### config.mk
export PLATFORM = sky130hd
export DESIGN_NAME = image_loader_flat
export DESIGN_NICKNAME = d
export VERILOG_FILES = /design/src/rtl/image_loader_if.sv /design/src/rtl/image_loader.sv /design/src/flat_wrapper.sv
export SDC_FILE = /design/constraint.sdc
export NUM_CORES = 1
export LEC_CHECK = 0
export CAP_MARGIN = 30
export CORE_MARGIN = 5
export CORE_UTILIZATION = 50
export DETAILED_ROUTE_END_ITERATION = 12
export PLACE_DENSITY = 0.77
export REMOVE_ABC_BUFFERS = 1
export SLEW_MARGIN = 15
export SYNTH_ARGS = -nofsm -noshare
export SYNTH_HDL_FRONTEND = slang
export SYNTH_SLANG_ARGS = --single-unit
### constraint.sdc
create_clock -name clk_i -period 3.55 [get_ports clk_i]
set_clock_uncertainty 0.05 [all_clocks]
set_input_delay 0.71 -clock clk_i [delete_from_list [all_inputs] [get_ports clk_i]]
set_output_delay 0.71 -clock clk_i [all_outputs]
set_load 0.01 [all_outputs]
### src/rtl/image_loader_if.sv
// Word-stream handshake between an image source and the image loader.
interface image_loader_if;
  localparam int unsigned WordW = 32;

  logic [WordW-1:0] word_i;
  logic             word_valid_i;
  logic             word_ready_o;

  modport master (output word_i, output word_valid_i, input word_ready_o);
  modport slave  (input word_i, input word_valid_i, output word_ready_o);
endinterface

### src/rtl/image_loader.sv
// Streams instruction and data images into byte-wide memories, then releases CPU reset.
// Optional LOADER_DM_CLEAR_EN: zero-fills the data-memory tail after the data image.
module image_loader (
  input  logic                 clk_i,
  input  logic                 rst_i,
  image_loader_if.slave        s_if,
  output logic                 im_we_o,
  output logic [9:0]           im_addr_o,
  output logic [7:0]           im_byte_o,
  output logic                 dm_we_o,
  output logic [9:0]           dm_addr_o,
  output logic [7:0]           dm_byte_o,
  output logic                 pc_load_o,
  output logic [31:0]          pc_init_o,
  output logic                 sp_load_o,
  output logic [31:0]          sp_init_o,
  output logic                 cpu_rst_n_o,
  output logic                 done_o,
  output logic                 err_o
);
  localparam int unsigned WordW     = 32;
  localparam int unsigned AddrW     = 10;
  localparam int unsigned ByteW     = 8;
  localparam int unsigned ChkW      = 35;
  localparam int unsigned MemBytes  = 1024;
  localparam int unsigned MaxDWords = 256;

  typedef enum logic [3:0] {
    I_PC, I_CNT, I_WORD, I_BYTE, D_SP, D_CNT, D_WORD, D_BYTE,
`ifdef LOADER_DM_CLEAR_EN
    D_CLEAR,
`endif
    DONE, ERR
  } state_e;

`ifdef LOADER_DM_CLEAR_EN
  localparam state_e TailState = D_CLEAR;
`else
  localparam state_e TailState = DONE;
`endif

  state_e             state_q, state_d;
  logic [AddrW-1:0]   ptr_q, ptr_d;
  logic [1:0]         bidx_q, bidx_d;
  logic [WordW-1:0]   cnt_q, cnt_d;
  logic [WordW-1:0]   n_q, n_d;
  logic [WordW-1:0]   word_q, word_d;

  logic               ready_q, ready_d;
  logic               im_we_q, im_we_d, dm_we_q, dm_we_d;
  logic [AddrW-1:0]   im_addr_q, im_addr_d, dm_addr_q, dm_addr_d;
  logic [ByteW-1:0]   im_byte_q, im_byte_d, dm_byte_q, dm_byte_d;
  logic               pc_load_q, pc_load_d, sp_load_q, sp_load_d;
  logic [WordW-1:0]   pc_init_q, pc_init_d, sp_init_q, sp_init_d;
  logic               cpu_rst_n_q, cpu_rst_n_d, done_q, done_d, err_q, err_d;

  logic               accept;
  logic [ByteW-1:0]   byte_sel;
  logic               last_word;

  assign accept    = s_if.word_valid_i && ready_q;
  // Big-endian: byte index 0 selects word[31:24].
  assign byte_sel  = ByteW'(word_q >> {~bidx_q, 3'b000});
  assign last_word = (cnt_q + WordW'(1)) == n_q;

  always_ff @(posedge clk_i or negedge rst_i) begin
    if (!rst_i) begin
      state_q     <= I_PC;
      ptr_q       <= '0;
      bidx_q      <= '0;
      cnt_q       <= '0;
      n_q         <= '0;
      word_q      <= '0;
      ready_q     <= 1'b0;
      im_we_q     <= 1'b0;
      im_addr_q   <= '0;
      im_byte_q   <= '0;
      dm_we_q     <= 1'b0;
      dm_addr_q   <= '0;
      dm_byte_q   <= '0;
      pc_load_q   <= 1'b0;
      pc_init_q   <= '0;
      sp_load_q   <= 1'b0;
      sp_init_q   <= '0;
      cpu_rst_n_q <= 1'b0;
      done_q      <= 1'b0;
      err_q       <= 1'b0;
    end else begin
      state_q     <= state_d;
      ptr_q       <= ptr_d;
      bidx_q      <= bidx_d;
      cnt_q       <= cnt_d;
      n_q         <= n_d;
      word_q      <= word_d;
      ready_q     <= ready_d;
      im_we_q     <= im_we_d;
      im_addr_q   <= im_addr_d;
      im_byte_q   <= im_byte_d;
      dm_we_q     <= dm_we_d;
      dm_addr_q   <= dm_addr_d;
      dm_byte_q   <= dm_byte_d;
      pc_load_q   <= pc_load_d;
      pc_init_q   <= pc_init_d;
      sp_load_q   <= sp_load_d;
      sp_init_q   <= sp_init_d;
      cpu_rst_n_q <= cpu_rst_n_d;
      done_q      <= done_d;
      err_q       <= err_d;
    end
  end

  // Next-state and registered-output decode.
  always_comb begin
    state_d   = state_q;
    ptr_d     = ptr_q;
    bidx_d    = bidx_q;
    cnt_d     = cnt_q;
    n_d       = n_q;
    word_d    = word_q;
    im_we_d   = 1'b0;
    im_addr_d = ptr_q;
    im_byte_d = byte_sel;
    dm_we_d   = 1'b0;
    dm_addr_d = ptr_q;
    dm_byte_d = byte_sel;
    pc_load_d = 1'b0;
    pc_init_d = pc_init_q;
    sp_load_d = 1'b0;
    sp_init_d = sp_init_q;

    case (state_q)
      I_PC: if (accept) begin
        if (s_if.word_i[WordW-1:AddrW] != '0) begin
          state_d = ERR;
        end else begin
          pc_load_d = 1'b1;
          pc_init_d = s_if.word_i;
          ptr_d     = s_if.word_i[AddrW-1:0];
          state_d   = I_CNT;
        end
      end
      I_CNT: if (accept) begin
        // Image must fit below the top of instruction memory.
        if (ChkW'(ptr_q) + ChkW'({s_if.word_i, 2'b00}) > ChkW'(MemBytes)) begin
          state_d = ERR;
        end else begin
          n_d     = s_if.word_i;
          cnt_d   = '0;
          state_d = (s_if.word_i == '0) ? D_SP : I_WORD;
        end
      end
      I_WORD, D_WORD: if (accept) begin
        word_d  = s_if.word_i;
        bidx_d  = '0;
        state_d = (state_q == I_WORD) ? I_BYTE : D_BYTE;
      end
      I_BYTE: begin
        im_we_d = 1'b1;
        ptr_d   = ptr_q + AddrW'(1);
        bidx_d  = bidx_q + 2'd1;
        if (bidx_q == 2'd3) begin
          cnt_d   = cnt_q + WordW'(1);
          state_d = last_word ? D_SP : I_WORD;
        end
      end
      D_SP: if (accept) begin
        sp_load_d = 1'b1;
        sp_init_d = s_if.word_i;
        ptr_d     = '0;
        state_d   = D_CNT;
      end
      D_CNT: if (accept) begin
        if (s_if.word_i > WordW'(MaxDWords)) begin
          state_d = ERR;
        end else begin
          n_d     = s_if.word_i;
          cnt_d   = '0;
          state_d = (s_if.word_i == '0) ? TailState : D_WORD;
        end
      end
      D_BYTE: begin
        dm_we_d = 1'b1;
        ptr_d   = ptr_q + AddrW'(1);
        bidx_d  = bidx_q + 2'd1;
        if (bidx_q == 2'd3) begin
          cnt_d = cnt_q + WordW'(1);
          // A full 1 KiB image leaves no tail to clear.
          if (last_word) state_d = (ptr_q == AddrW'(MemBytes - 1)) ? DONE : TailState;
          else           state_d = D_WORD;
        end
      end
`ifdef LOADER_DM_CLEAR_EN
      D_CLEAR: begin
        dm_we_d   = 1'b1;
        dm_byte_d = '0;
        ptr_d     = ptr_q + AddrW'(1);
        if (ptr_q == AddrW'(MemBytes - 1)) state_d = DONE;
      end
`endif
      DONE:    state_d = DONE;
      ERR:     state_d = ERR;
      default: state_d = ERR;
    endcase
  end

  always_comb begin
    ready_d     = (state_d == I_PC) || (state_d == I_CNT) || (state_d == I_WORD) ||
                  (state_d == D_SP) || (state_d == D_CNT) || (state_d == D_WORD);
    cpu_rst_n_d = (state_q == DONE);
    done_d      = (state_q == DONE);
    err_d       = (state_q == ERR);
  end

  assign s_if.word_ready_o = ready_q;
  assign im_we_o     = im_we_q;
  assign im_addr_o   = im_addr_q;
  assign im_byte_o   = im_byte_q;
  assign dm_we_o     = dm_we_q;
  assign dm_addr_o   = dm_addr_q;
  assign dm_byte_o   = dm_byte_q;
  assign pc_load_o   = pc_load_q;
  assign pc_init_o   = pc_init_q;
  assign sp_load_o   = sp_load_q;
  assign sp_init_o   = sp_init_q;
  assign cpu_rst_n_o = cpu_rst_n_q;
  assign done_o      = done_q;
  assign err_o       = err_q;
endmodule

### src/flat_wrapper.sv
// flat-port wrapper written by rule: the top's interface ports become plain ports
module image_loader_flat 
  (clk_i, rst_i, im_we_o, im_addr_o, im_byte_o, dm_we_o, dm_addr_o, dm_byte_o, pc_load_o, pc_init_o, sp_load_o, sp_init_o, cpu_rst_n_o, done_o, err_o, s_if_word_i, s_if_word_valid_i, s_if_word_ready_o);
  image_loader_if s_if_i ();
  input  logic clk_i;
  input  logic rst_i;
  output logic im_we_o;
  output logic [9:0] im_addr_o;
  output logic [7:0] im_byte_o;
  output logic dm_we_o;
  output logic [9:0] dm_addr_o;
  output logic [7:0] dm_byte_o;
  output logic pc_load_o;
  output logic [31:0] pc_init_o;
  output logic sp_load_o;
  output logic [31:0] sp_init_o;
  output logic cpu_rst_n_o;
  output logic done_o;
  output logic err_o;
  input wire logic [$bits(s_if_i.word_i)-1:0] s_if_word_i;
  input wire logic [$bits(s_if_i.word_valid_i)-1:0] s_if_word_valid_i;
  output wire logic [$bits(s_if_i.word_ready_o)-1:0] s_if_word_ready_o;
  assign s_if_i.word_i = s_if_word_i;
  assign s_if_i.word_valid_i = s_if_word_valid_i;
  assign s_if_word_ready_o = s_if_i.word_ready_o;
  image_loader u_core (.clk_i(clk_i), .rst_i(rst_i), .s_if(s_if_i), .im_we_o(im_we_o), .im_addr_o(im_addr_o), .im_byte_o(im_byte_o), .dm_we_o(dm_we_o), .dm_addr_o(dm_addr_o), .dm_byte_o(dm_byte_o), .pc_load_o(pc_load_o), .pc_init_o(pc_init_o), .sp_load_o(sp_load_o), .sp_init_o(sp_init_o), .cpu_rst_n_o(cpu_rst_n_o), .done_o(done_o), .err_o(err_o));
endmodule
==> results by group <==
Run status
  – Outcome: finished, violations left
  – Violated checks: setup timing

Floorplanning
  – I/O Pins: 143
  – Die height: 155 um
  – Die ar.: 0.0239 mm2
  – Initial Util: 0.503
  – Die width: 155 um
  – FP Rows: 53
  – Core Region: 0.0208 mm2

Global routing
  – Gr ovfl total: 0
  – Initial antenna violation count: 1
  – Total track usage: 0.258
  – Global-route wire length before repair: 50300 um
  – Largest net degree at the start of global routing: 93
  – Vias in the first global route: 9392

Synth
  – Area leader, netlist: dfrtp_1
  – Synth unique cells: 75
  – Mapped Cells: 1063
  – Yosys warns: 0
  – Main combinational cell family by area after synthesis: simple AND/OR/NAND/NOR gates
  – Cell Area, Synth: 0.0105 mm2
  – Asr flop ratio synth: 1.00
  – Post-synth EDFFs: 0
  – Post-Synth Adder-Cell Area: 0.0163
  – Synthesized flop and latch total: 201
  – Synth top area share: 0.480
  – Mux share of post-synthesis cell area: 0.0883
  – Ys flop type: dfrtp_1
  – Simple-gate portion of the synthesized area: 0.208
  – Top cells by area, synth: dfrtp_1 48%, nand2_1 5.8%, mux2_2 5.1%, xnor2_1 2.2%, o21ai_0 2.1%
  – Avg Inst Size Synth: 9.85 um2
  – Synth Area in Compound Gates: 0.118
  – Xor/xnor cell area share of the yosys netlist: 0.0402
  – Seq/Total Area, Yosys: 0.480

Clock network
  – CTS sink count: 201
  – CTS Buf Count: 22
  – TritonCTS clock tree: yes
  – Worst skew pair latency: 0.52 ns
  – Post-cts hold buffer count: 0
  – H-tree depth: 1
  – CTS root buffer: clkbuf_16
  – Clock transition at path regs: 0.06 ns
  – Clock buffer depth: 3

Placed design
  – Number of port buffers: 142
  – Dpl hpwl: 21000 um
  – Pre-CTS setup slack: -1.34 ns
  – RD Place Congestion: 0.946
  – Cells after DPL: 1521

Timing
  – Post-route clock period utilization: 1.11
  – Least-Margin Pin Slew: 0.887 ns
  – Slew margin rel.: 0.408
  – Unrepaired setup endpoints after global routing: yes
  – PnR worst setup slack: -0.402 ns
  – Hold Vio Cnt, Final: 0
  – Fmax: 253 MHz
  – Hold_ws: 0.234 ns
  – Count of final max-slew check failures: 0
  – Final setup viols: 49
  – Post-route minimum period: 3.95 ns

Drt
  – Via density: 5.90
  – Wirelength per Cell: 19.9 um
  – Via Count: 9266
  – DR iter-0 viols: 774
  – DRC: 0
  – Drt first pass iters: 5
  – ANT nets after route: 0
  – Final WL: 31300 um

Worst setup path
  – Startpoint Class: primary input
  – R2r setup slk: -0.38 ns
  – Crit Path Max Fanout: 6
  – CP endpoint kind: register
  – WS Path Type: primary input to register
  – Worst EP arrival: 4.29 ns
  – CP Data Required Time: 3.89 ns

Cells and area
  – Share of layout cells above drive strength 1: 0.231
  – Leading cell type in the layout, fill and taps excluded: dfrtp_1
  – Nets@finish: 1327
  – Non-Filler Instances: 1571
  – # fillers: 1580
  – Commonest cells after routing, fill and taps aside: 201 x dfrtp_1, 158 x nand2_1, 135 x clkdlybuf4s50_1, 124 x buf_4, 47 x mux2_2
  – P&R area growth vs syn: 34.0%

Power
  – Power density cells: 646 mW/mm2
  – Overall Power: 9.06 mW
  – Leak: 6.20 nW
  – Peak VDD IR: 507 uV

Flow run
  – Max_cap viols: 0

Min path
  – Hold Crit Class: primary input to async pin
[final timing paths]
path / start / depth (start not counted) / to
max: s_if_word_i[0] / 15 / u_core.n_q[4]$_DFFE_PN0P_
min: rst_i / 1 / u_core.cnt_q[27]$_DFFE_PN0P_
max reg2reg: u_core.dm_addr_d[2]$_DFFE_PN0P_ / 14 / u_core.n_q[4]$_DFFE_PN0P_
min reg2reg: u_core.dm_addr_d[1]$_DFFE_PN0P_ / 0 / u_core.im_addr_o[1]$_DFF_PN0_
max in group asynchronous: rst_i / 2 / u_core.pc_init_o[18]$_DFFE_PN0P_
min in group clk_i: u_core.dm_addr_d[1]$_DFFE_PN0P_ / 0 / u_core.im_addr_o[1]$_DFF_PN0_
[per-layer routing]
| layer | part of all wire | vias to the layer above | GRT usage |
|---|---|---|---|
| li1 | - | 4203 | - |
| met1 | 0.41 | 4507 | 0.339 |
| met2 | 0.49 | 458 | 0.425 |
| met3 | 0.073 | 98 | 0.0554 |
| met4 | 0.034 | 0 | 0.0917 |
| met5 | 0 | - | 0 |
[cells in the mapped netlist (3+ instances only)]
master / count
nand3_1: 28
inv_1: 22
o21a_1: 8
nor3b_1: 3
nand2b_1: 6
dfrtp_1: 201
nand4_1: 17
clkbuf_1: 53
mux2_4: 7
buf_1: 6
a31oi_1: 31
o21ai_0: 43
nor2b_1: 28
and4_1: 10
a2111oi_0: 5
ha_1: 12
xor2_1: 22
mux4_2: 8
mux2i_1: 11
a21oi_1: 37
nor2_1: 46
xnor2_1: 26
a21o_1: 8
mux2_2: 47
and2_1: 30
nor4b_1: 3
or4_1: 4
o22ai_1: 6
a211oi_1: 4
nor4_1: 22
a41oi_1: 4
nand2_1: 161
o2111ai_1: 6
or2_2: 3
buf_4: 20
and3_1: 13
nor3_1: 35
or3_1: 7
o211ai_1: 5
buf_2: 9
a221oi_1: 3
[where the power goes]
| part | leakage [nW] | internal (mW) | switching, mW |
|---|---|---|---|
| Clock | 0.370 | 1.39 | 0.979 |
| Sequential | 2.66 | 2.81 | 0.552 |
| Combinational | 3.17 | 1.79 | 1.53 |
| Total | 6.20 | 6.00 | 3.06 |
[per-stage QoR]
| step | instance area [um2] | util | setup TNS [ns] |
|---|---|---|---|
| after global placement | 12800 | 0.615 | -68.05 |
| after detailed placement | 12800 | 0.616 | -72.86 |
| after floorplan | 10000 | - | -40.50 |
| after global routing | 14000 | 0.674 | -22.52 |
| after CTS | 13900 | 0.667 | -13.70 |
| final | 14000 | 0.674 | -11.84 |
[what timing repair did]
item / CTS / global route
resized for setup: 52 / 33
pin swaps: 20 / 14
cloned: 4 / 0
buffers inserted: 4 / 5
setup endpoints to repair: 68 / 68
[logic make-up after synthesis]
| family | after synthesis |
|---|---|
| compound gates | 187 |
| xor+xnor | 48 |
| fa+ha+maj | 13 |
| buf+inv | 112 |
| flops | 201 |
| mux | 73 |
| simple gates | 429 |
[flip-flops by register name, summed over array words and instances, names as in the netlist, 2 cells and up]
register          count
u_core.im_byte_o      8
u_core.cnt_q         32
u_core.dm_addr_d     10
u_core.state_q        4
u_core.pc_init_o     32
u_core.word_q        32
u_core.im_addr_o     10
u_core.n_q           32
u_core.bidx_q         2
u_core.sp_init_o     32
[final cells by class]
class                   count  area, um2  area share
multi-input cells         750       5240       0.373
flip-flops and latches    201       5030       0.359
repair buffers            282       2580       0.184
clock buffers              27        619      0.0441
well taps                 275        344      0.0245
clock inverters            13        138     0.00981
inverters                  22       82.6     0.00589
diodes                      1       2.50    0.000178
[critical path, stage by stage]
cell,delay [ns]
dlygate4sd2_1,0.25
ha_2,0.19
fa_2,0.40
buf_4,0.16
xor2_1,0.15
nor4b_2,0.25
o2111ai_1,0.18
a2111oi_2,0.30
buf_4,0.17
o22ai_1,0.10
nor4_4,0.32
nor2_2,0.08
or4_4,0.56
buf_12,0.18
mux2_4,0.29
(Power assumes the default switching activity.)
